## src/rtl/ht_cmd_arb_pkg.sv

```systemverilog
// ============================================================================
// hash_table : shared hash-table command types and arbiter limits
// Rev 1.0
// ============================================================================
`default_nettype none

package hash_table;

    localparam int HT_ARB_REQ_CNT_MAX = 8;

    typedef enum logic [2:0] {
        OP_INIT   = 3'd0,
        OP_SEARCH = 3'd1,
        OP_INSERT = 3'd2,
        OP_DELETE = 3'd3,
        OP_UPDATE = 3'd4
    } ht_opcode_t;

    typedef struct packed {
        ht_opcode_t  opcode;
        logic [4:0]  tbl_id;
    } ht_cmd_t;

    typedef struct packed {
        ht_cmd_t     cmd;
        logic [31:0] key;
        logic [31:0] value;
    } ht_pdata_t;

    typedef enum logic {
        ST_EMPTY = 1'b0,
        ST_FULL  = 1'b1
    } ht_arb_stage_t;

endpackage

`default_nettype wire

```

## src/rtl/ht_cmd_arb_if.sv

```systemverilog
// ============================================================================
// ht_cmd_arb_if : requester-side and demux-side command bus of the arbiter
// Rev 1.0
// ============================================================================
`default_nettype none

interface ht_cmd_arb_if
    import hash_table::*;
#(
    parameter int REQ_CNT = 4,
    parameter int ID_W    = $clog2(REQ_CNT)
);
    ht_pdata_t          req_pdata_i [REQ_CNT];
    logic [REQ_CNT-1:0] req_valid_i;
    logic [REQ_CNT-1:0] req_ready_o;
    ht_pdata_t          pdata_o;
    logic               pdata_valid_o;
    logic               pdata_ready_i;
    logic [ID_W-1:0]    grant_id_o;

    modport slave (
        input  req_pdata_i, req_valid_i, pdata_ready_i,
        output req_ready_o, pdata_o, pdata_valid_o, grant_id_o
    );

    modport master (
        output req_pdata_i, req_valid_i, pdata_ready_i,
        input  req_ready_o, pdata_o, pdata_valid_o, grant_id_o
    );
endinterface

`default_nettype wire

```

## src/rtl/ht_rr_pick.sv

```systemverilog
// ============================================================================
// ht_rr_pick : combinational first-set search over a mask, starting at a pointer
// Rev 1.0
// ============================================================================
`default_nettype none

module ht_rr_pick #(
    parameter int REQ_CNT = 4,
    parameter int ID_W    = $clog2(REQ_CNT)
) (
    input  wire logic [REQ_CNT-1:0] i_mask,
    input  wire logic [ID_W-1:0]    i_ptr,
    output logic      [ID_W-1:0]    o_grant,
    output logic                    o_found
);
    logic [ID_W:0]   w_sum;
    logic [ID_W-1:0] w_idx;

    // Walk offsets from farthest to nearest so the nearest set bit wins last.
    always_comb begin
        o_grant = '0;
        o_found = |i_mask;
        w_sum   = '0;
        w_idx   = '0;
        for (int k = REQ_CNT - 1; k >= 0; k--) begin
            w_sum = {1'b0, i_ptr} + (ID_W+1)'(k);
            if (w_sum >= (ID_W+1)'(REQ_CNT)) begin
                w_sum = w_sum - (ID_W+1)'(REQ_CNT);
            end
            w_idx = w_sum[ID_W-1:0];
            if (i_mask[w_idx]) begin
                o_grant = w_idx;
            end
        end
    end
endmodule

`default_nettype wire

```

## src/rtl/ht_cmd_arb.sv

```systemverilog
// ============================================================================
// ht_cmd_arb : round-robin command arbiter with one-entry registered output;
//              opcode affinity enabled by HT_ARB_OPCODE_AFFINITY_EN
// Rev 1.0
// ============================================================================
`default_nettype none

module ht_cmd_arb
    import hash_table::*;
#(
    parameter int REQ_CNT = 4,
    parameter int AFF_MAX = 8,
    parameter int ID_W    = $clog2(REQ_CNT)
) (
    input wire logic     clk_i,
    input wire logic     rst_i,
    ht_cmd_arb_if.slave  bus
);
    if (REQ_CNT < 2 || REQ_CNT > HT_ARB_REQ_CNT_MAX || AFF_MAX < 1) begin : g_bad_cfg
        $error("ht_cmd_arb: unsupported REQ_CNT/AFF_MAX");
    end

    ht_arb_stage_t      r_state;
    ht_arb_stage_t      w_state_nxt;
    ht_pdata_t          r_pdata;
    logic [ID_W-1:0]    r_grant_id;
    logic [ID_W-1:0]    r_rr_ptr;
    logic [ID_W-1:0]    w_grant;
    logic [ID_W-1:0]    w_ptr_nxt;
    logic [REQ_CNT-1:0] w_mask;
    logic               w_found;
    logic               w_load_en;
    logic               w_xfer;

    assign w_load_en = (r_state == ST_EMPTY) || bus.pdata_ready_i;
    assign w_xfer    = w_load_en && w_found;
    assign w_ptr_nxt = (w_grant == ID_W'(REQ_CNT - 1)) ? '0 : w_grant + 1'b1;

`ifdef HT_ARB_OPCODE_AFFINITY_EN
    localparam int AFF_W = $clog2(AFF_MAX + 1);

    ht_opcode_t         r_last_op;
    logic [AFF_W-1:0]   r_aff_cnt;
    logic [REQ_CNT-1:0] w_aff_mask;
    logic               w_use_aff;

    always_comb begin
        w_aff_mask = '0;
        for (int g = 0; g < REQ_CNT; g++) begin
            w_aff_mask[g] = bus.req_valid_i[g] && (bus.req_pdata_i[g].cmd.opcode == r_last_op);
        end
    end

    // Affinity run is capped so a lone different opcode cannot starve.
    assign w_use_aff = (|w_aff_mask) && (r_aff_cnt < AFF_W'(AFF_MAX));
    assign w_mask    = w_use_aff ? w_aff_mask : bus.req_valid_i;

    always_ff @(posedge clk_i or posedge rst_i) begin
        if (rst_i) begin
            r_last_op <= OP_INIT;
            r_aff_cnt <= '0;
        end else if (w_xfer) begin
            r_last_op <= bus.req_pdata_i[w_grant].cmd.opcode;
            r_aff_cnt <= w_use_aff ? r_aff_cnt + 1'b1 : '0;
        end
    end
`else
    assign w_mask = bus.req_valid_i;
`endif

    ht_rr_pick #(
        .REQ_CNT (REQ_CNT),
        .ID_W    (ID_W)
    ) u_pick (
        .i_mask  (w_mask),
        .i_ptr   (r_rr_ptr),
        .o_grant (w_grant),
        .o_found (w_found)
    );

    always_comb begin
        bus.req_ready_o = '0;
        if (!rst_i && w_xfer) begin
            bus.req_ready_o[w_grant] = 1'b1;
        end
    end

    always_ff @(posedge clk_i or posedge rst_i) begin
        if (rst_i) begin
            r_state <= ST_EMPTY;
        end else begin
            r_state <= w_state_nxt;
        end
    end

    // A same-cycle unload and load keeps the stage full with the new command.
    always_comb begin
        w_state_nxt = r_state;
        if (w_xfer) begin
            w_state_nxt = ST_FULL;
        end else if (bus.pdata_ready_i) begin
            w_state_nxt = ST_EMPTY;
        end
    end

    always_ff @(posedge clk_i or posedge rst_i) begin
        if (rst_i) begin
            r_pdata    <= '0;
            r_grant_id <= '0;
            r_rr_ptr   <= '0;
        end else if (w_xfer) begin
            r_pdata    <= bus.req_pdata_i[w_grant];
            r_grant_id <= w_grant;
            r_rr_ptr   <= w_ptr_nxt;
        end
    end

    assign bus.pdata_o       = r_pdata;
    assign bus.pdata_valid_o = (r_state == ST_FULL);
    assign bus.grant_id_o    = r_grant_id;
endmodule

`default_nettype wire

```

## src/flat_wrapper.sv

```systemverilog
// flat-port wrapper written by rule: the top's interface ports become plain ports
module ht_cmd_arb_flat import hash_table::*;
#(
    parameter int REQ_CNT = 4,
    parameter int AFF_MAX = 8,
    parameter int ID_W    = $clog2(REQ_CNT)
)
  (clk_i, rst_i, bus_req_pdata_i, bus_req_valid_i, bus_pdata_ready_i, bus_req_ready_o, bus_pdata_o, bus_pdata_valid_o, bus_grant_id_o);
  ht_cmd_arb_if #(.REQ_CNT(REQ_CNT), .ID_W(ID_W)) bus_i ();
  input wire logic clk_i;
  input wire logic rst_i;
  input wire logic [$bits(bus_i.req_pdata_i)-1:0] bus_req_pdata_i;
  input wire logic [$bits(bus_i.req_valid_i)-1:0] bus_req_valid_i;
  input wire logic [$bits(bus_i.pdata_ready_i)-1:0] bus_pdata_ready_i;
  output wire logic [$bits(bus_i.req_ready_o)-1:0] bus_req_ready_o;
  output wire logic [$bits(bus_i.pdata_o)-1:0] bus_pdata_o;
  output wire logic [$bits(bus_i.pdata_valid_o)-1:0] bus_pdata_valid_o;
  output wire logic [$bits(bus_i.grant_id_o)-1:0] bus_grant_id_o;
  assign bus_i.req_pdata_i = {>>{bus_req_pdata_i}};
  assign bus_i.req_valid_i = bus_req_valid_i;
  assign bus_i.pdata_ready_i = bus_pdata_ready_i;
  assign bus_req_ready_o = bus_i.req_ready_o;
  assign bus_pdata_o = bus_i.pdata_o;
  assign bus_pdata_valid_o = bus_i.pdata_valid_o;
  assign bus_grant_id_o = bus_i.grant_id_o;
  ht_cmd_arb #(.REQ_CNT(REQ_CNT), .AFF_MAX(AFF_MAX), .ID_W(ID_W)) u_core (.clk_i(clk_i), .rst_i(rst_i), .bus(bus_i));
endmodule
```

## config.mk

```make
export PLATFORM = sky130hd
export DESIGN_NAME = ht_cmd_arb_flat
export DESIGN_NICKNAME = d
export VERILOG_FILES = /design/src/rtl/ht_cmd_arb_pkg.sv /design/src/rtl/ht_cmd_arb_if.sv /design/src/rtl/ht_rr_pick.sv /design/src/rtl/ht_cmd_arb.sv /design/src/flat_wrapper.sv
export SDC_FILE = /design/constraint.sdc
export NUM_CORES = 1
export LEC_CHECK = 0
export BUFFER_PORTS_ARGS = -buffer_cell sky130_fd_sc_hd__buf_2
export CORE_AREA = 3 3 142 144
export DETAILED_ROUTE_END_ITERATION = 8
export DIE_AREA = 0 0 145 147
export PLACE_DENSITY = 0.58
export SKIP_LAST_GASP = 1
export SLEW_MARGIN = 20
export SYNTH_ARGS = -nofsm -noshare
export SYNTH_HDL_FRONTEND = slang
export SYNTH_HIERARCHICAL = 1
export SYNTH_SLANG_ARGS = --single-unit
```

## constraint.sdc

```tcl
create_clock -name clk_i -period 3.2 [get_ports clk_i]
set_clock_uncertainty 0.1 [all_clocks]
set_input_delay 0.32 -clock clk_i [delete_from_list [all_inputs] [get_ports clk_i]]
set_output_delay 0.32 -clock clk_i [all_outputs]
set_load 0.05 [all_outputs]
```

==> results.md <==
* Clk sink count at 77
* Die area at 21,300 um^2
* PortBufs at 373
* Post-synthesis sequential area ratio at 0.406
* Max_cap viols at 0
* Synthesized cell area at 4740 um^2
* Worst reg-to-reg path cell count at 6
* First-pass GRT wire length at 25.5 mm
* N_diodes at 0
* Worst Path Class, Setup: flip-flop to output pin
* Clock Pin Slew Worst Setup and Hold Paths at 70 ps
* Largest net degree at the start of global routing at 44
* Outcome: completed
* Pre-CTS setup slack at 739 ps
* PD cells at 973 nW/um^2
* CP Launch Type: flip-flop
* Top post-synthesis cells by area: dfrtp_1, mux4_2, mux2_2
* Post-DP HPWL at 13.3 mm
* Root buffer cell: clkbuf_16
* Worst Setup End Kind: output pin
* Layout cells sized above 1 at 0.841
* Worst-Margin Slew at 774 ps
* Row count at 50
* Total global routing overflow at 0
* Final number of setup-violating endpoints at 0
* Hold Vio Cnt, Final at 0
* Worst R2R End: u_core/bus.pdata_o[19]$_DFFE_PP0P_
* Via count at 4,132
* Max Root-Sink Buffers at 2
* Netlist cell types at 20
* Post-Syn Nets at 577
* Crit Reg-Reg Startpoint: u_core/r_rr_ptr[1]$_DFFE_PP0P_
* CP required at 2780 ps
* Via count of the first global-routing pass at 4,717
* Post-CTS setup buffer count at 0
* CTS H-tree lvls at 3
* CP endpoint: bus_req_ready_o[0]
* Gate Count Post-Synth at 278
* Cts repair resizes at 0
* Die X at 145 um
* Cells along the critical path: mux2i_1, a211oi_4, buf_12, inv_1, ha_1, nor3b_1, buf_2
* CTS tree: done
* Post-synth top area share at 0.406
* Total GRT Usage at 0.153
* Most numerous cell in the Yosys netlist: dfrtp_1
* Post-cts hold buffer count at 0
* Total power at 0.00700 W
* TritonRoute pass-1 iters at 4
* Core Area at 18,800 um^2
* Drt initial violations at 69
* Hold crit path type: primary input to asynchronous set/reset pin
* Achievable frequency at 365 MHz
* Final GP Congestion at 0.779
* Cell Area, Placed at 6910 um^2
* Critical path arrival at 2320 ps
* Leakage power total at 3.39 nW
* RSZ-0062 raised after global routing: false
* Initial antenna violation count at 3
* Area growth from synthesis to layout at 51.6%
* Critical Path Fanout Max at 40
* Vias per cell at 4.56
* Top cells by count, synth: dfrtp_1, mux2_2, mux4_2
* Setup_tns at 0 ps
* Cts bufs inserted at 9
* Final Net Count at 943
* DRT Wirelength at 16.3 mm
* Total I/O pin count at 374
* Syn_area_per_cell at 17.1 um^2
* CP Launch Point: u_core/r_rr_ptr[1]$_DFFE_PP0P_
* Final worst-path cycle share at 0.857
* Chip height at 147 um
* Register-to-register setup slack at 780 ps
* Cell area after layout at 7190 um^2
* Synth Flop Type: dfrtp_1
* Asr flop ratio synth at 1.00
* Post-synth EDFFs at 0
* Yosys reg bits at 77
* Final worst slack at 458 ps
* DRC viols at 0
* Routed Antenna Nets at 0
* Initial Util at 0.252
* Clock Latency Late Sink at 340 ps
* Drt wl/cell at 18.0 um
* Slew Limit Fails at 0
* Slowest cell on the critical path: dfrtp_1
* Yosys top cell by area: dfrtp_1
* Slew HR at 0.484
* Syn. warnings at 6
* Max IR drop VDD at 485 uV
* Period minus WS final at 2740 ps
* Critical Path Max Stage Delay at 430 ps
-- sequential cells by signal (all words and copies together) (netlist names) --
| name | count |
|---|---|
| u_core/bus.pdata_o | 72 |
| u_core/bus.pdata_valid_o | 1 |
| u_core/r_rr_ptr | 2 |
| u_core/bus.grant_id_o | 2 |
-- area by class of cell --
type,count,area [um^2]
fillers,1838,11600
multi-input cells,173,2680
repair buffers,380,1970
flip-flops and latches,77,1930
well taps,260,325
clock buffers,10,229
clock inverters,4,51.3
inverters,3,12.5
-- where the power goes --
group	switching, W	leakage [nW]	internal (W)
logic	0.00272	2.36	0.00157
registers	0.000241	0.895	0.00146
clock network	0.000409	0.134	0.000596
total	0.00337	3.39	0.00363
-- cells in the final DEF (no fill, tap or decap), drive strengths merged --
cell type,instances
mux4,72
inv,2
nor2,5
buf,380
nor2b,1
a211oi,2
mux2,76
clkinv,3
clkinvlp,1
or2,1
a21oi,1
bufinv,1
nand2b,3
nor3b,5
mux2i,1
nand2,2
clkbuf,10
dfrtp,77
ha,4
-- cell families after synthesis --
kind of cell,count (synthesis),synth area share
AOI/OAI and AO/OA,3,0.00527
adders and majority gates,4,0.0105
buffers and inverters,28,0.0338
DFF,77,0.406
muxes,149,0.524
and+or+nand+nor,17,0.0200
-- how the worst min path moves through the flow --
stage | startpoint | end | slack [ps] | depth (start not counted)
CTS | rst_i | u_core/bus.grant_id_o[0]$_DFFE_PP0P_ | 40 | 2
global route | rst_i | u_core/bus.grant_id_o[0]$_DFFE_PP0P_ | 60 | 2
detailed placement | u_core/bus.grant_id_o[1]$_DFFE_PP0P_ | u_core/bus.grant_id_o[1]$_DFFE_PP0P_ | 380 | 1
global placement | u_core/bus.grant_id_o[1]$_DFFE_PP0P_ | u_core/bus.grant_id_o[1]$_DFFE_PP0P_ | 370 | 1
floorplan | bus_req_valid_i[2] | u_core/bus.pdata_valid_o$_DFFE_PP0P_ | 430 | 3
finish | rst_i | u_core/bus.grant_id_o[0]$_DFFE_PP0P_ | 20 | 2
-- per-layer routing --
layer  up-vias  share of wire  routed length, um  GRT usage
met5         -         0.0017                 27          0
met4         4          0.019                305     0.0518
met3        23          0.085               1390     0.0515
met2       214           0.53               8710      0.282
met1      2039           0.36               5910      0.163
li1       1852              -                  -          -
-- critical path, delay by kind of cell (launching register included) --
| family | cells | cell delay (ps) |
|---|---|---|
| compound gates | 1 | 370 |
| fa+ha+maj | 1 | 210 |
| buf+inv | 3 | 650 |
| flops | 1 | 430 |
| mux | 1 | 180 |
| simple gates | 1 | 130 |
-- metrics by stage --
stage	instances	hold slack, ps	util
2_1_floorplan	278	430	-
3_3_place_gp	893	371	0.367
3_5_place_dp	893	381	0.367
4_1_cts	907	38.2	0.382
5_1_grt	907	62.5	0.382
6_report	907	15.2	0.382
(Power assumes the default switching activity.)
